$ cat src/rtl/fifo_pkg.sv
// fifo_pkg: shared types and helpers for the fifo_wrap buffer.
//   fifo_status_t : registered status flags presented by the FIFO.
//   fifo_err_t    : sticky error flags.
//   fifo_flags()  : derives the status flags from a fill count and thresholds.
package fifo_pkg;

    typedef struct packed {
        logic empty;
        logic almost_empty;
        logic full;
        logic almost_full;
        logic valid;
    } fifo_status_t;

    typedef struct packed {
        logic overflow;
        logic underflow;
    } fifo_err_t;

    localparam fifo_status_t STATUS_RESET = '{
        empty:        1'b1,
        almost_empty: 1'b1,
        full:         1'b0,
        almost_full:  1'b0,
        valid:        1'b0
    };

    localparam fifo_err_t ERR_RESET = '{overflow: 1'b0, underflow: 1'b0};

    // A threshold at or above depth pins almost_full high; the explicit
    // compare also keeps depth - af from wrapping below zero.
    function automatic fifo_status_t fifo_flags(
        input int unsigned fill,
        input int unsigned ae,
        input int unsigned af,
        input int unsigned depth
    );
        fifo_status_t s;
        s.empty        = (fill == 0);
        s.almost_empty = (fill <= ae);
        s.full         = (fill == depth);
        s.almost_full  = (af >= depth) || (fill >= depth - af);
        s.valid        = (fill != 0);
        return s;
    endfunction

endpackage

$ cat src/rtl/fifo_wrap_ptr.sv
// fifo_wrap_ptr: modulo-DEPTH pointer register for the fifo_wrap buffer.
//   clk      : clock
//   reset    : synchronous active-low reset (pointer -> 0)
//   inc      : advance the pointer by one, wrapping DEPTH-1 -> 0
//   load     : load load_val (takes priority over inc)
//   load_val : value to load
//   ptr      : current pointer value
//   ptr_inc  : wrapped successor of ptr (combinational)
module fifo_wrap_ptr
    import fifo_pkg::*;
#(
    parameter int DEPTH   = 24,
    parameter int PTRBITS = $clog2(DEPTH)
) (
    input  logic               clk,
    input  logic               reset,
    input  logic               inc,
    input  logic               load,
    input  logic [PTRBITS-1:0] load_val,
    output logic [PTRBITS-1:0] ptr,
    output logic [PTRBITS-1:0] ptr_inc
);

    localparam logic [PTRBITS-1:0] LAST = PTRBITS'(DEPTH - 1);

    // Explicit compare against DEPTH-1 so non-power-of-two depths never alias.
    always_comb begin
        ptr_inc = (ptr == LAST) ? '0 : ptr + PTRBITS'(1);
    end

    always_ff @(posedge clk) begin
        if (!reset) begin
            ptr <= '0;
        end else if (load) begin
            ptr <= load_val;
        end else if (inc) begin
            ptr <= ptr_inc;
        end
    end

endmodule

$ cat src/rtl/fifo_wrap.sv
// fifo_wrap: synchronous FIFO for any DEPTH >= 2, with runtime almost-empty /
// almost-full thresholds, FWFT or registered-read output, non-destructive
// circular replay and sticky overflow/underflow flags.
//
// Optional feature macro: FIFO_WRAP_PEAK_EN adds a peak_fill high-water mark.
//
// Ports:
//   clk, reset      : clock, synchronous active-low reset
//   datain, write   : write data and request
//   read            : read/pop request
//   circular        : replay mode, reads move the cursor without freeing entries
//   clear_err       : clears overflow/underflow (and peak_fill when enabled)
//   ae_thresh       : almost_empty when fill <= ae_thresh
//   af_thresh       : almost_full when fill >= DEPTH - af_thresh
//   dataout         : read data
//   dataout_valid   : dataout is meaningful
//   fill_level      : number of stored entries
//   empty, almost_empty, full, almost_full : status flags
//   overflow, underflow : sticky error flags
//   peak_fill       : high-water mark of fill_level (FIFO_WRAP_PEAK_EN only)
module fifo_wrap
    import fifo_pkg::*;
#(
    parameter int WIDTH    = 32,
    parameter int DEPTH    = 24,
    parameter int FWFT     = 1,
    parameter int PTRBITS  = $clog2(DEPTH),
    parameter int FILLBITS = $clog2(DEPTH + 1)
) (
    input  logic                clk,
    input  logic                reset,
    input  logic [WIDTH-1:0]    datain,
    input  logic                write,
    input  logic                read,
    input  logic                circular,
    input  logic                clear_err,
    input  logic [FILLBITS-1:0] ae_thresh,
    input  logic [FILLBITS-1:0] af_thresh,
    output logic [WIDTH-1:0]    dataout,
    output logic                dataout_valid,
    output logic [FILLBITS-1:0] fill_level,
    output logic                empty,
    output logic                almost_empty,
    output logic                full,
    output logic                almost_full,
    output logic                overflow,
    output logic                underflow
`ifdef FIFO_WRAP_PEAK_EN
    ,
    output logic [FILLBITS-1:0] peak_fill
`endif
);

    localparam logic [FILLBITS-1:0] FULL_CNT = FILLBITS'(DEPTH);

    logic [WIDTH-1:0]    mem [DEPTH];

    logic [FILLBITS-1:0] fill_q;
    logic [FILLBITS-1:0] fill_nxt;
    fifo_status_t        status_q;
    fifo_status_t        status_nxt;
    fifo_err_t           err_q;

    logic [PTRBITS-1:0]  head, head_inc, head_nxt;
    logic [PTRBITS-1:0]  tail, tail_inc;
    logic [PTRBITS-1:0]  cursor, cursor_inc;
    logic [PTRBITS-1:0]  rd_addr;

    logic                rd_acc, wr_acc;
    logic                pop;
    logic                cur_inc, cur_load;
    logic [PTRBITS-1:0]  cur_load_val;
    logic                ovf_evt, unf_evt;

    logic [WIDTH-1:0]    dout_q;
    logic                rd_valid_q;

    // ------------------------------------------------------------------
    // Acceptance
    // ------------------------------------------------------------------
    always_comb begin
        rd_acc  = read && (fill_q != '0);
        pop     = rd_acc && !circular;
        // In replay mode a read never frees space, so only a true pop lets
        // a write into a full FIFO.
        wr_acc  = write && ((fill_q != FULL_CNT) || pop);
        ovf_evt = write && !wr_acc;
        unf_evt = read && (fill_q == '0);
    end

    // ------------------------------------------------------------------
    // Pointers
    // ------------------------------------------------------------------
    always_comb begin
        head_nxt = pop ? head_inc : head;
    end

    // Outside replay the cursor is reloaded with next-head every edge, which
    // keeps cursor == head and also covers the circular 1->0 realignment.
    // In replay the cursor steps, wrapping back to head when it would reach tail.
    always_comb begin
        cur_inc      = 1'b0;
        cur_load     = 1'b0;
        cur_load_val = head_nxt;
        if (!circular) begin
            cur_load = 1'b1;
        end else if (rd_acc) begin
            if (cursor_inc == tail) begin
                cur_load     = 1'b1;
                cur_load_val = head;
            end else begin
                cur_inc = 1'b1;
            end
        end
    end

    fifo_wrap_ptr #(.DEPTH(DEPTH), .PTRBITS(PTRBITS)) u_head (
        .clk      (clk),
        .reset    (reset),
        .inc      (pop),
        .load     (1'b0),
        .load_val ('0),
        .ptr      (head),
        .ptr_inc  (head_inc)
    );

    fifo_wrap_ptr #(.DEPTH(DEPTH), .PTRBITS(PTRBITS)) u_tail (
        .clk      (clk),
        .reset    (reset),
        .inc      (wr_acc),
        .load     (1'b0),
        .load_val ('0),
        .ptr      (tail),
        .ptr_inc  (tail_inc)
    );

    fifo_wrap_ptr #(.DEPTH(DEPTH), .PTRBITS(PTRBITS)) u_cursor (
        .clk      (clk),
        .reset    (reset),
        .inc      (cur_inc),
        .load     (cur_load),
        .load_val (cur_load_val),
        .ptr      (cursor),
        .ptr_inc  (cursor_inc)
    );

    // Read from head whenever not replaying: identical to cursor in steady
    // state, and correct on the edge leaving replay where the pop uses head
    // while the cursor is only being realigned.
    always_comb begin
        rd_addr = circular ? cursor : head;
    end

    // ------------------------------------------------------------------
    // Storage
    // ------------------------------------------------------------------
    always_ff @(posedge clk) begin
        if (reset && wr_acc) begin
            mem[tail] <= datain;
        end
    end

    // ------------------------------------------------------------------
    // Fill count and flags
    // ------------------------------------------------------------------
    always_comb begin
        fill_nxt = fill_q;
        if (circular) begin
            if (wr_acc) begin
                fill_nxt = fill_q + FILLBITS'(1);
            end
        end else if (wr_acc && !rd_acc) begin
            fill_nxt = fill_q + FILLBITS'(1);
        end else if (rd_acc && !wr_acc) begin
            fill_nxt = fill_q - FILLBITS'(1);
        end
        status_nxt = fifo_flags(32'(fill_nxt), 32'(ae_thresh), 32'(af_thresh), DEPTH);
    end

    always_ff @(posedge clk) begin
        if (!reset) begin
            fill_q   <= '0;
            status_q <= STATUS_RESET;
            err_q    <= ERR_RESET;
        end else begin
            fill_q   <= fill_nxt;
            status_q <= status_nxt;
            // A new error in the same cycle as clear_err wins.
            err_q.overflow  <= ovf_evt || (err_q.overflow  && !clear_err);
            err_q.underflow <= unf_evt || (err_q.underflow && !clear_err);
        end
    end

    // ------------------------------------------------------------------
    // Registered-read output path
    // ------------------------------------------------------------------
    always_ff @(posedge clk) begin
        if (!reset) begin
            dout_q     <= '0;
            rd_valid_q <= 1'b0;
        end else begin
            rd_valid_q <= rd_acc;
            if (rd_acc) begin
                dout_q <= mem[rd_addr];
            end
        end
    end

`ifdef FIFO_WRAP_PEAK_EN
    logic [FILLBITS-1:0] peak_q;

    always_ff @(posedge clk) begin
        if (!reset || clear_err) begin
            peak_q <= '0;
        end else if (fill_nxt > peak_q) begin
            peak_q <= fill_nxt;
        end
    end

    assign peak_fill = peak_q;
`endif

    // ------------------------------------------------------------------
    // Outputs
    // ------------------------------------------------------------------
    always_comb begin
        if (FWFT != 0) begin
            dataout       = status_q.valid ? mem[rd_addr] : '0;
            dataout_valid = status_q.valid;
        end else begin
            dataout       = dout_q;
            dataout_valid = rd_valid_q;
        end
        fill_level   = fill_q;
        empty        = status_q.empty;
        almost_empty = status_q.almost_empty;
        full         = status_q.full;
        almost_full  = status_q.almost_full;
        overflow     = err_q.overflow;
        underflow    = err_q.underflow;
    end

endmodule

$ cat config.mk
export PLATFORM = sky130hd
export DESIGN_NAME = fifo_wrap
export DESIGN_NICKNAME = d
export VERILOG_FILES = /design/src/rtl/fifo_pkg.sv /design/src/rtl/fifo_wrap_ptr.sv /design/src/rtl/fifo_wrap.sv
export SDC_FILE = /design/constraint.sdc
export NUM_CORES = 1
export LEC_CHECK = 0
export BUFFER_PORTS_ARGS = -buffer_cell sky130_fd_sc_hd__buf_2
export CAP_MARGIN = 5
export CORE_ASPECT_RATIO = 1.4
export CORE_UTILIZATION = 56
export DETAILED_ROUTE_END_ITERATION = 8
export PLACE_DENSITY_LB_ADDON = 0.2
export SYNTH_ARGS = -nofsm -noshare
export SYNTH_HDL_FRONTEND = slang
export SYNTH_SLANG_ARGS = --single-unit
$ cat constraint.sdc
create_clock -name clk -period 4.9 [get_ports clk]
set_input_delay 0.735 -clock clk [delete_from_list [all_inputs] [get_ports clk]]
set_output_delay 0.735 -clock clk [all_outputs]
set_load 0.02 [all_outputs]
Yosys cells after proc, flatten, opt, wreduce, memory -nomap -nowiden

Memories as Yosys holds them, arrays and structs flattened.
Cells that the tools add are included.

Bits in writable memories: 768
Register bits: 27
Bits of input ports: 48
Memories: 1
Word-level logic and storage cells: 73
Output and inout port bits: 44

Memory list:

| memory | words | width | rd ports | clocked after Yosys merged registers in | wr ports | RTL line        | source |
|---|---|---|---|---|---|---|---|
| mem    | 24    | 32    | 1        | 0                                       | 1        | fifo_wrap.sv:56 | `logic [WIDTH-1:0] mem [DEPTH];` |

$add $sub $neg: 6
Equal/unequal tests: 6
Magnitude comparators: 3
Muxes and demuxes: 23
Reduce and logical (&&, ||, !) cells: 23

Operators by type and width:

| kind                                                               | count |
|---|---|
| 5-bit two-way mux                                                  | 14 |
| 5-bit by 32-bit greater-or-equal comparator with 1-bit output      | 1 |
| 32-bit two-way mux                                                 | 1 |
| 5-bit by 1-bit adder with 5-bit output, second input constant      | 4 |
| 5-bit equality test, second input constant                         | 4 |
| 1-bit logical AND                                                  | 10 |
| 5-bit zero test                                                    | 2 |
| 5-bit nonzero test                                                 | 2 |
| 1-bit two-way mux                                                  | 8 |
| 5-bit by 5-bit subtractor with 6-bit output, first input constant  | 1 |
| 5-bit equality test                                                | 1 |
| 5-bit greater-or-equal comparator, second input constant           | 1 |
| 5-bit <= comparator                                                | 1 |
| 5-bit != test, second input constant                               | 1 |
| 5-bit by 1-bit subtractor with 5-bit output, second input constant | 1 |
| 1-bit zero test                                                    | 4 |
| 1-bit logical OR                                                   | 4 |
| 2-bit nonzero test                                                 | 1 |

Logic depth before layout (Yosys ltp)

Gate-level depths: netlist of the first run.

Depth after elaboration: 12
Mapped depth: 14
Depth with buffers taken out: 14

By module

A second synthesis of the first run with hierarchy kept.

Cell total of the unflattened synthesis: 2044
Area, all modules: 32387.3 um^2

By module, submodules not included:

| module        | area an instance (um^2) | instances | cells each | seq. area each (um^2) |
|---|---|---|---|---|
| fifo_wrap     | 31430.1                 | 1         | 1939       | 23302.3 |
| fifo_wrap_ptr | 319.1                   | 3         | 35         | 100.1 |

Worst setup path after synthesis of the first run

OpenSTA, ideal clock, no wires.

Path kind: input -> register
Start point: input circular
End point: memory mem[20][0] (enable)
Data arrival time: 3.261 ns
Slack: 1.218 ns
Library setup time: 0.421 ns
Buffers on the path: 3
Stages on the path: 7
Required time: 4.479 ns
Path through: buf_4 > buf_6 > nor2b_4 > o31a_4 > clkbuf_1 > nand3_1 > nor2_1

Longest elaborated chain between the ends: 7

RTL lines:

| element                                 | RTL line         | source |
|---|---|---|
| start, declared                         | fifo_wrap.sv:35  | `input logic circular,` |
| 1-bit zero test                         | -                |  |
| 1-bit logical AND                       | fifo_wrap.sv:83  | `pop = rd_acc && !circular;` |
| 1-bit logical OR                        | fifo_wrap.sv:86  | `wr_acc = write && ((fill_q != FULL_CNT) \|\| pop);` |
| 1-bit logical AND                       | fifo_wrap.sv:86  |  |
| 1-bit logical AND                       | fifo_wrap.sv:158 | `if (reset && wr_acc) begin` |
| 1-bit two-way mux                       | fifo_wrap.sv:158 |  |
| 1-bit two-way mux (implied by the code) | fifo_wrap.sv:159 | `mem[tail] <= datain;` |
| end, declared                           | fifo_wrap.sv:56  |  |

No other way between the ends.

Worst setup path in the final report of the first run

Start point: register u_cursor.ptr[0]
End point: output dataout[20]

Longest elaborated chain between the ends: 3

RTL lines:

| element                 | RTL line            | source |
|---|---|---|
| start, declared         | fifo_wrap_ptr.sv:20 | `output logic [PTRBITS-1:0] ptr,` |
| start signal, assigned  | fifo_wrap_ptr.sv:35 | `ptr <= load_val;` |
| start signal, assigned  | fifo_wrap_ptr.sv:37 | `ptr <= ptr_inc;` |
| 5-bit two-way mux       | fifo_wrap.sv:151    | `rd_addr = circular ? cursor : head;` |
| memory read 24 x 32 bit | -                   |  |
| 32-bit two-way mux      | fifo_wrap.sv:228    | `dataout = status_q.valid ? mem[rd_addr] : '0;` |
| end, declared           | fifo_wrap.sv:39     | `output logic [WIDTH-1:0] dataout,` |

No other way between the ends.

==> results of run 1 <==
[per-stage QoR]
| step | utilization | worst slack, ns |
|---|---|---|
| final | 0.641 | 0.277 |
| after global routing | 0.641 | 0.0713 |
| after CTS | 0.640 | 0.0532 |
| after detailed placement | 0.599 | 0.513 |
| after global placement | 0.599 | 0.587 |
| after floorplan | - | 1.22 |
[cells by family after synthesis]
group | share of synthesized area
mux | 0.0576
flops | 0.720
xor+xnor | 0.00466
compound gates | 0.0843
buf+inv | 0.0248
simple gates | 0.101
fa+ha+maj | 0.00763
[per-layer routing]
layer | GRT usage | vias to the layer above
li1 | - | 8836
met1 | 0.402 | 10300
met2 | 0.486 | 1159
met3 | 0.0559 | 206
met4 | 0.109 | 8
met5 | 0 | -
[area by class of cell]
type	instances	area, µm²
well taps	742	928
fillers	4092	20700
diodes	1	2.50
flip-flops and latches	795	23600
inverters	32	120
clock buffers	86	1900
repair buffers	175	1260
clock inverters	40	469
multi-input cells	1251	8650
[worst min-delay path by stage]
stage	startpoint	to	slack [ns]	depth (start not counted)
after floorplan	u_head.ptr[4]	u_head.ptr[4]	0.55	2
after global placement	underflow	underflow	0.57	3
after detailed placement	underflow	underflow	0.59	3
after CTS	af_thresh[4]	almost_full	0.43	3
after global routing	af_thresh[4]	almost_full	0.46	3
final	af_thresh[4]	almost_full	0.45	3
[registers in the layout (all words and copies together), names as in the netlist]
register / cells
almost_empty: 1
empty: 1
underflow: 1
u_tail.ptr: 5
dataout_valid: 1
full: 1
u_cursor.ptr: 5
u_head.ptr: 5
almost_full: 1
mem: 768
fill_level: 5
overflow: 1
[synthesized netlist by cell type, types with 22 or more instances]
cell,number
a21oi_1,22
nand3_1,118
o21ai_0,94
a211oi_1,32
o211ai_1,47
clkbuf_1,81
dfxtp_1,27
nand4_1,32
inv_1,31
mux4_2,76
nand4b_1,29
nand2_1,270
a2bb2oi_1,57
a31oi_1,64
edfxtp_1,768
buf_2,50
nor2_1,221
[worst max-delay path, stage by stage (launching register included)]
cell	delay [ns]
dfxtp_1	0.95
mux2_8	0.71
buf_4	0.43
mux4_2	0.54
nor2_1	0.10
a31oi_1	0.05
a21oi_1	0.20
nor2_1	0.09
buf_2	0.17
[power by group through the flow]
stage / sequential [W] / combinational (W) / clock, W
after global routing: 0.00759 / 0.00186 / 0.00601
after detailed placement: 0.00773 / 0.00172 / 0
after floorplan: 0.00769 / 0.00111 / 0
after CTS: 0.00759 / 0.00173 / 0.00577
final: 0.00759 / 0.00174 / 0.00572
after global placement: 0.00773 / 0.00169 / 0
[what timing repair did]
action	in CTS	in global routing
setup endpoints to repair	0	3
setup buffers	0	1
hold buffers	0	0
==> metrics.md, run 1 <==
| Metric | Value |
|---|---|
| Critical path class | reg2out |
| DR WL/cell | 27.8 µm |
| GRT Residual Overflow | 0 |
| Placed Area | 34600 µm² |
| Most common cell after layout, fill and taps aside | edfxtp_1 |
| Sequential area share after synthesis | 0.720 |
| P_int | 0.0114 W |
| Clk buf depth | 3 |
| Area grow syn2layout | 12.6% |
| Reg2Reg Setup Slack | 1.60 ns |
| Setup TNS Final | 0 ns |
| Net count of the mapped netlist | 2298 |
| First-pass GRT wire length | 128 mm |
| Met3 routed wirelength | 8.29 mm |
| Worst vdd ir | 0.318 mV |
| Reg2reg start | fill_level[0] |
| Drt via density | 6.58 |
| Share of layout cells above drive strength 1 | 0.172 |
| Crit path from | u_cursor.ptr[0] |
| RSZ-0062 raised after global routing | no |
| Cell row count | 104 |
| CTS tree | built |
| WHS | 0.453 ns |
| Clk sinks | 795 |
| DRC viols | 12 |
| Sequential group share of total power | 0.504 |
| # placed instances | 2994 |
| Reg-to-reg endpoint | mem[4][2] |
| Fraction of registers with async set/reset | 0 |
| Area leader, netlist | edfxtp_1 |
| Met2 wire len | 42.6 mm |
| Port Buffer Count | 91 |
| Commonest cells after routing, fill and taps aside | edfxtp_1 (768), nand2_1 (270), nor2_1 (197) |
| Vias | 20500 |
| Post-layout min period | 4.62 ns |
| Overall Global Routing Usage | 0.298 |
| Netlist cell types | 77 |
| Total Wirelength | 86.9 mm |
| Die H | 288 µm |
| # IOs | 92 |
| Violated checks | DRC |
| Drt first-iter violations | 2220 |
| Net Sw Frac | 0.243 |
| Routed length on met1 | 33.1 mm |
| Crit path arrival time | 3.89 ns |
| Pre-antenna DRT Iters | 8 |
| Worst slew pin tran | 1.03 ns |
| Root buf cell | clkbuf_16 |
| Cts bufs inserted | 73 |
| Switch Pwr | 0.00365 W |
| Clk network pwr share | 0.380 |
| Setup-failing EPs final | 0 |
| Clock latency on the worst-skew pair | 0.61 ns |
| CP Data Required Time | 4.16 ns |
| Fin cells | 3122 |
| Die footprint | 59500 µm² |
| Clock slew at reported path FFs | 0.06 ns |
| Final Hold Violating Endpoints | 0 |
| Max-slew violations | 0 |
| Final period util | 0.943 |
| Syn. warnings | 0 |
| Avg Cell Area, Syn | 14.7 µm² |
| PD cells | 408 nW/µm² |
| Max-cap violation count | 0 |
| Synth top area share | 0.703 |
| CTS-repair resized insts | 0 |
| Mapped Area | 32800 µm² |
| Hold Path Class | in2reg |
| Core area | 57600 µm² |
| Placer Congestion | 0.829 |
| Startpoint Class | flip-flop |
| Post-DRT Antenna Nets | 0 |
| CP Capture Point | dataout[20] |
| Max Fanout on Critical Path | 50 |
| Layout Skew | 0.0178 ns |
| Initial core utilization | 0.569 |
| Post-route cell area | 36900 µm² |
| Worst r2r path cells | 7 |
| Crit. End Element | output port |
| Max Freq | 216 MHz |
| Comb pwr share | 0.116 |
| #FFs+latches synth | 795 |
| Status | finished with violations |
| Initial antenna violation count | 6 |
| Synthesized instance count | 2230 |
| Power Total | 0.0151 W |
| Area contributors post-synth | edfxtp_1 (70%), mux4_2 (5.2%), nand2_1 (3.1%), nor2_1 (2.5%), nand3_1 (1.8%) |
| Highest Signal Layer | met5 |
| Number of synthesized flops with an enable pin | 768 |
| Die X-Extent | 206 µm |
| Slew headroom | 0.315 |
| Pin count of the biggest net entering global routing | 88 |
| Leakage | 11.9 nW |
| H-tree levels | 3 |
| # nets final | 2396 |
| Vias in the first global route | 20000 |
| Leading register cell type out of synthesis | edfxtp_1 |
| Post-DP HPWL | 50.0 mm |
Power figures use the tool's default switching activity.
==> inputs of run 2 (changes only) <==
- REMOVE_ABC_BUFFERS: unset -> 1
==> run 2 against run 1 <==
The flow still finishes with violations (DRC); register-to-register slack gained 0.09 ns; sequential share of layout area is essentially flat; setup slack gained 0.22 ns; hold slack lost 0.020 ns; non-clock buffer count grew 12; clock skew grew 0.014 ns; wire length shrank 3.2%; cell area is essentially flat; critical endpoint is now dataout[7]; highest routed layer is now met4.
==> metrics.md, run 2 (same netlist as run 1, synthesis figures left out) <==
| Metric | Value |
|---|---|
| Status | finished with violations |
| Violated checks | DRC |
| Post-DRT Antenna Nets | 0 (unchanged) |
| CP Data Required Time | 4.16 ns (about the same) |
| GRT Residual Overflow | 0 (unchanged) |
| Drt via density | 6.46 (-1.8%) |
| Reg area | 23600 µm² (unchanged) |
| Post CTS Setup Buffer Count | 0 (unchanged) |
| Layout Skew | 0.0318 ns (+0.0140 ns) |
| Crit path top cell by count | buf_4 |
| DP Worst Slack | 0.557 ns (+0.0445 ns) |
| Max-cap violation count | 0 (unchanged) |
| # IOs | 92 (unchanged) |
| Max Freq | 227 MHz (+5.0%) |
| Hold path depth | 3 (unchanged) |
| Setup TNS Final | 0 ns (unchanged) |
| Clock slew at reported path FFs | 0.06 ns (about the same) |
| Root buf cell | clkbuf_16 |
| Reg2Reg Setup Slack | 1.69 ns (+0.09 ns) |
| CP max-delay cell | and2_1 |
| Critical path class | reg2out |
| Reg-to-reg endpoint | mem[15][7] |
| First-pass GRT wire length | 125 mm (-2.1%) |
| Critical-path cell list | buf_4 -> nand3b_1 -> and2_1 -> buf_4 -> o21ai_0 -> o211ai_1 -> o311ai_1 -> a31oi_1 -> buf_2 |
| Pin count of the biggest net entering global routing | 88 (unchanged) |
| Reg2reg start | fill_level[0] |
| Vias | 20200 (-1.4%) |
| H-tree levels | 3 (unchanged) |
| Hold_buf cts | 0 (unchanged) |
| # placed instances | 3007 (+0.43%) |
| Share of layout cells above drive strength 1 | 0.172 (+0.000322) |
| Fillcell total | 4094 (+0.049%) |
| RSZ-0062 raised after global routing | no |
| Slew headroom | 0.360 (+0.0449) |
| PD cells | 403 nW/µm² (-1.2%) |
| Port Buffer Count | 91 (unchanged) |
| Crit. End Element | output port |
| Setup-failing EPs final | 0 (unchanged) |
| Die X-Extent | 206 µm (unchanged) |
| Vias in the first global route | 20400 (+1.7%) |
| Post-DP HPWL | 50.7 mm (+1.3%) |
| Final period util | 0.898 (-0.0449) |
| Top reg by flops | mem |
| Hold Path Class | in2reg |
| Final core utilization | 0.641 (about the same) |
| Cts bufs inserted | 73 (unchanged) |
| Overall Global Routing Usage | 0.288 (-0.0103) |
| Total Wirelength | 84.2 mm (-3.2%) |
| Hold EP | underflow |
| Hold_sp | read |
| Power Total | 0.0149 W (-1.2%) |
| Fin cells | 3134 (+0.38%) |
| Crit path arrival time | 3.67 ns (-0.22 ns) |
| Area grow syn2layout | 12.7% (about the same) |
| Initial core utilization | 0.569 (unchanged) |
| Antenna diodes | 0 (-1) |
| Multi-input gate area | 8640 µm² (about the same) |
| Number of flip-flops in the largest register | 768 (unchanged) |
| Clock latency on the worst-skew pair | 0.63 ns (+0.02 ns) |
| Final worst slack | 0.497 ns (+0.220 ns) |
| Worst vdd ir | 0.335 mV (+5.4%) |
| Most common cell after layout, fill and taps aside | edfxtp_1 |
| Max incr delay on CP | 0.56 ns (-0.39 ns) |
| Core area | 57600 µm² (unchanged) |
| Die footprint | 59500 µm² (unchanged) |
| Worst slew pin tran | 0.960 ns (-0.0674 ns) |
| CTS-repair resized insts | 0 (unchanged) |
| DR WL/cell | 26.9 µm (-3.5%) |
| Placer Congestion | 0.873 (+5.3%) |
| CTS tree | built |
| Clk buf depth | 3 (unchanged) |
| Worst r2r path cells | 7 (unchanged) |
| Cell row count | 104 (unchanged) |
| # nets final | 2408 (+0.50%) |
| Die H | 288 µm (unchanged) |
| Max Fanout on Critical Path | 27 (-46%) |
| Initial antenna violation count | 0 (-6) |
| Pre-antenna DRT Iters | 7 (-1) |
| Post-layout min period | 4.40 ns (-0.220 ns) |
| DRC viols | 5 (-7) |
| Max-slew violations | 0 (unchanged) |
| Final Hold Violating Endpoints | 0 (unchanged) |
| Clk sinks | 795 (unchanged) |
| Commonest cells after routing, fill and taps aside | edfxtp_1 (768), nand2_1 (270), nor2_1 (197) |
| Drt first-iter violations | 1836 (-17%) |
| Startpoint Class | flip-flop |
| Leakage | 12.0 nW (about the same) |
## run 2: cell types whose count changed in the layout (fill, tap and decap cells not counted), moves of 2 or more
cell,delta
clkinv_1,+10
bufinv_16,-4
clkinvlp_4,-2
clkbuf_16,+2
clkinv_2,-4
buf_4,+12
## run 2: where the power goes
part / switching (W) / internal, W / total [W]
clock network: 0.00242 / 0.00314 / 0.00556
registers: 0.0000724 / 0.00749 / 0.00757
logic: 0.00113 / 0.000612 / 0.00174
## run 2: worst max-delay path by stage
stage | start | endpoint | slack [ns] | cells after the start
after floorplan | circular | dataout[0] | -2.41 | 6
after global placement | circular | dataout[1] | 0.69 | 8
after detailed placement | circular | dataout[1] | 0.56 | 9
after CTS | u_head.ptr[0] | dataout[21] | 0.42 | 8
after global routing | u_head.ptr[0] | dataout[21] | 0.31 | 8
final | u_cursor.ptr[1] | dataout[7] | 0.50 | 9
## run 2: layer usage
metal / part of all wire / up-vias / global-route usage
met5: 0 / - / 0
met4: 0.036 / 0 / 0.128
met3: 0.060 / 182 / 0.0366
met2: 0.53 / 870 / 0.503
met1: 0.38 / 10300 / 0.359
li1: - / 8851 / -
## run 2: per-stage QoR
| step | instance area, µm² | hold WS, ns |
|---|---|---|
| after floorplan | 32100 | 0.553 |
| after global placement | 34600 | 0.576 |
| after detailed placement | 34600 | 0.573 |
| after CTS | 36900 | 0.407 |
| after global routing | 36900 | 0.450 |
| final | 36900 | 0.433 |
## run 2: area by class of cell
| type | instances | share of cell area |
|---|---|---|
| multi-input combinational | 1251 | 0.234 |
| inverter | 32 | 0.00325 |
| sequential | 795 | 0.639 |
| tap | 742 | 0.0251 |
| timing repair buffer | 187 | 0.0366 |
| clock buffer | 88 | 0.0527 |
| clock inverter | 39 | 0.00928 |
## run 2: critical path, delay by kind of cell (launching register included)
family                 cells  cell delay [ns]
buffers and inverters      3             0.95
AOI/OAI and AO/OA          4             0.87
and+or+nand+nor            2             0.70
DFF                        1             0.54
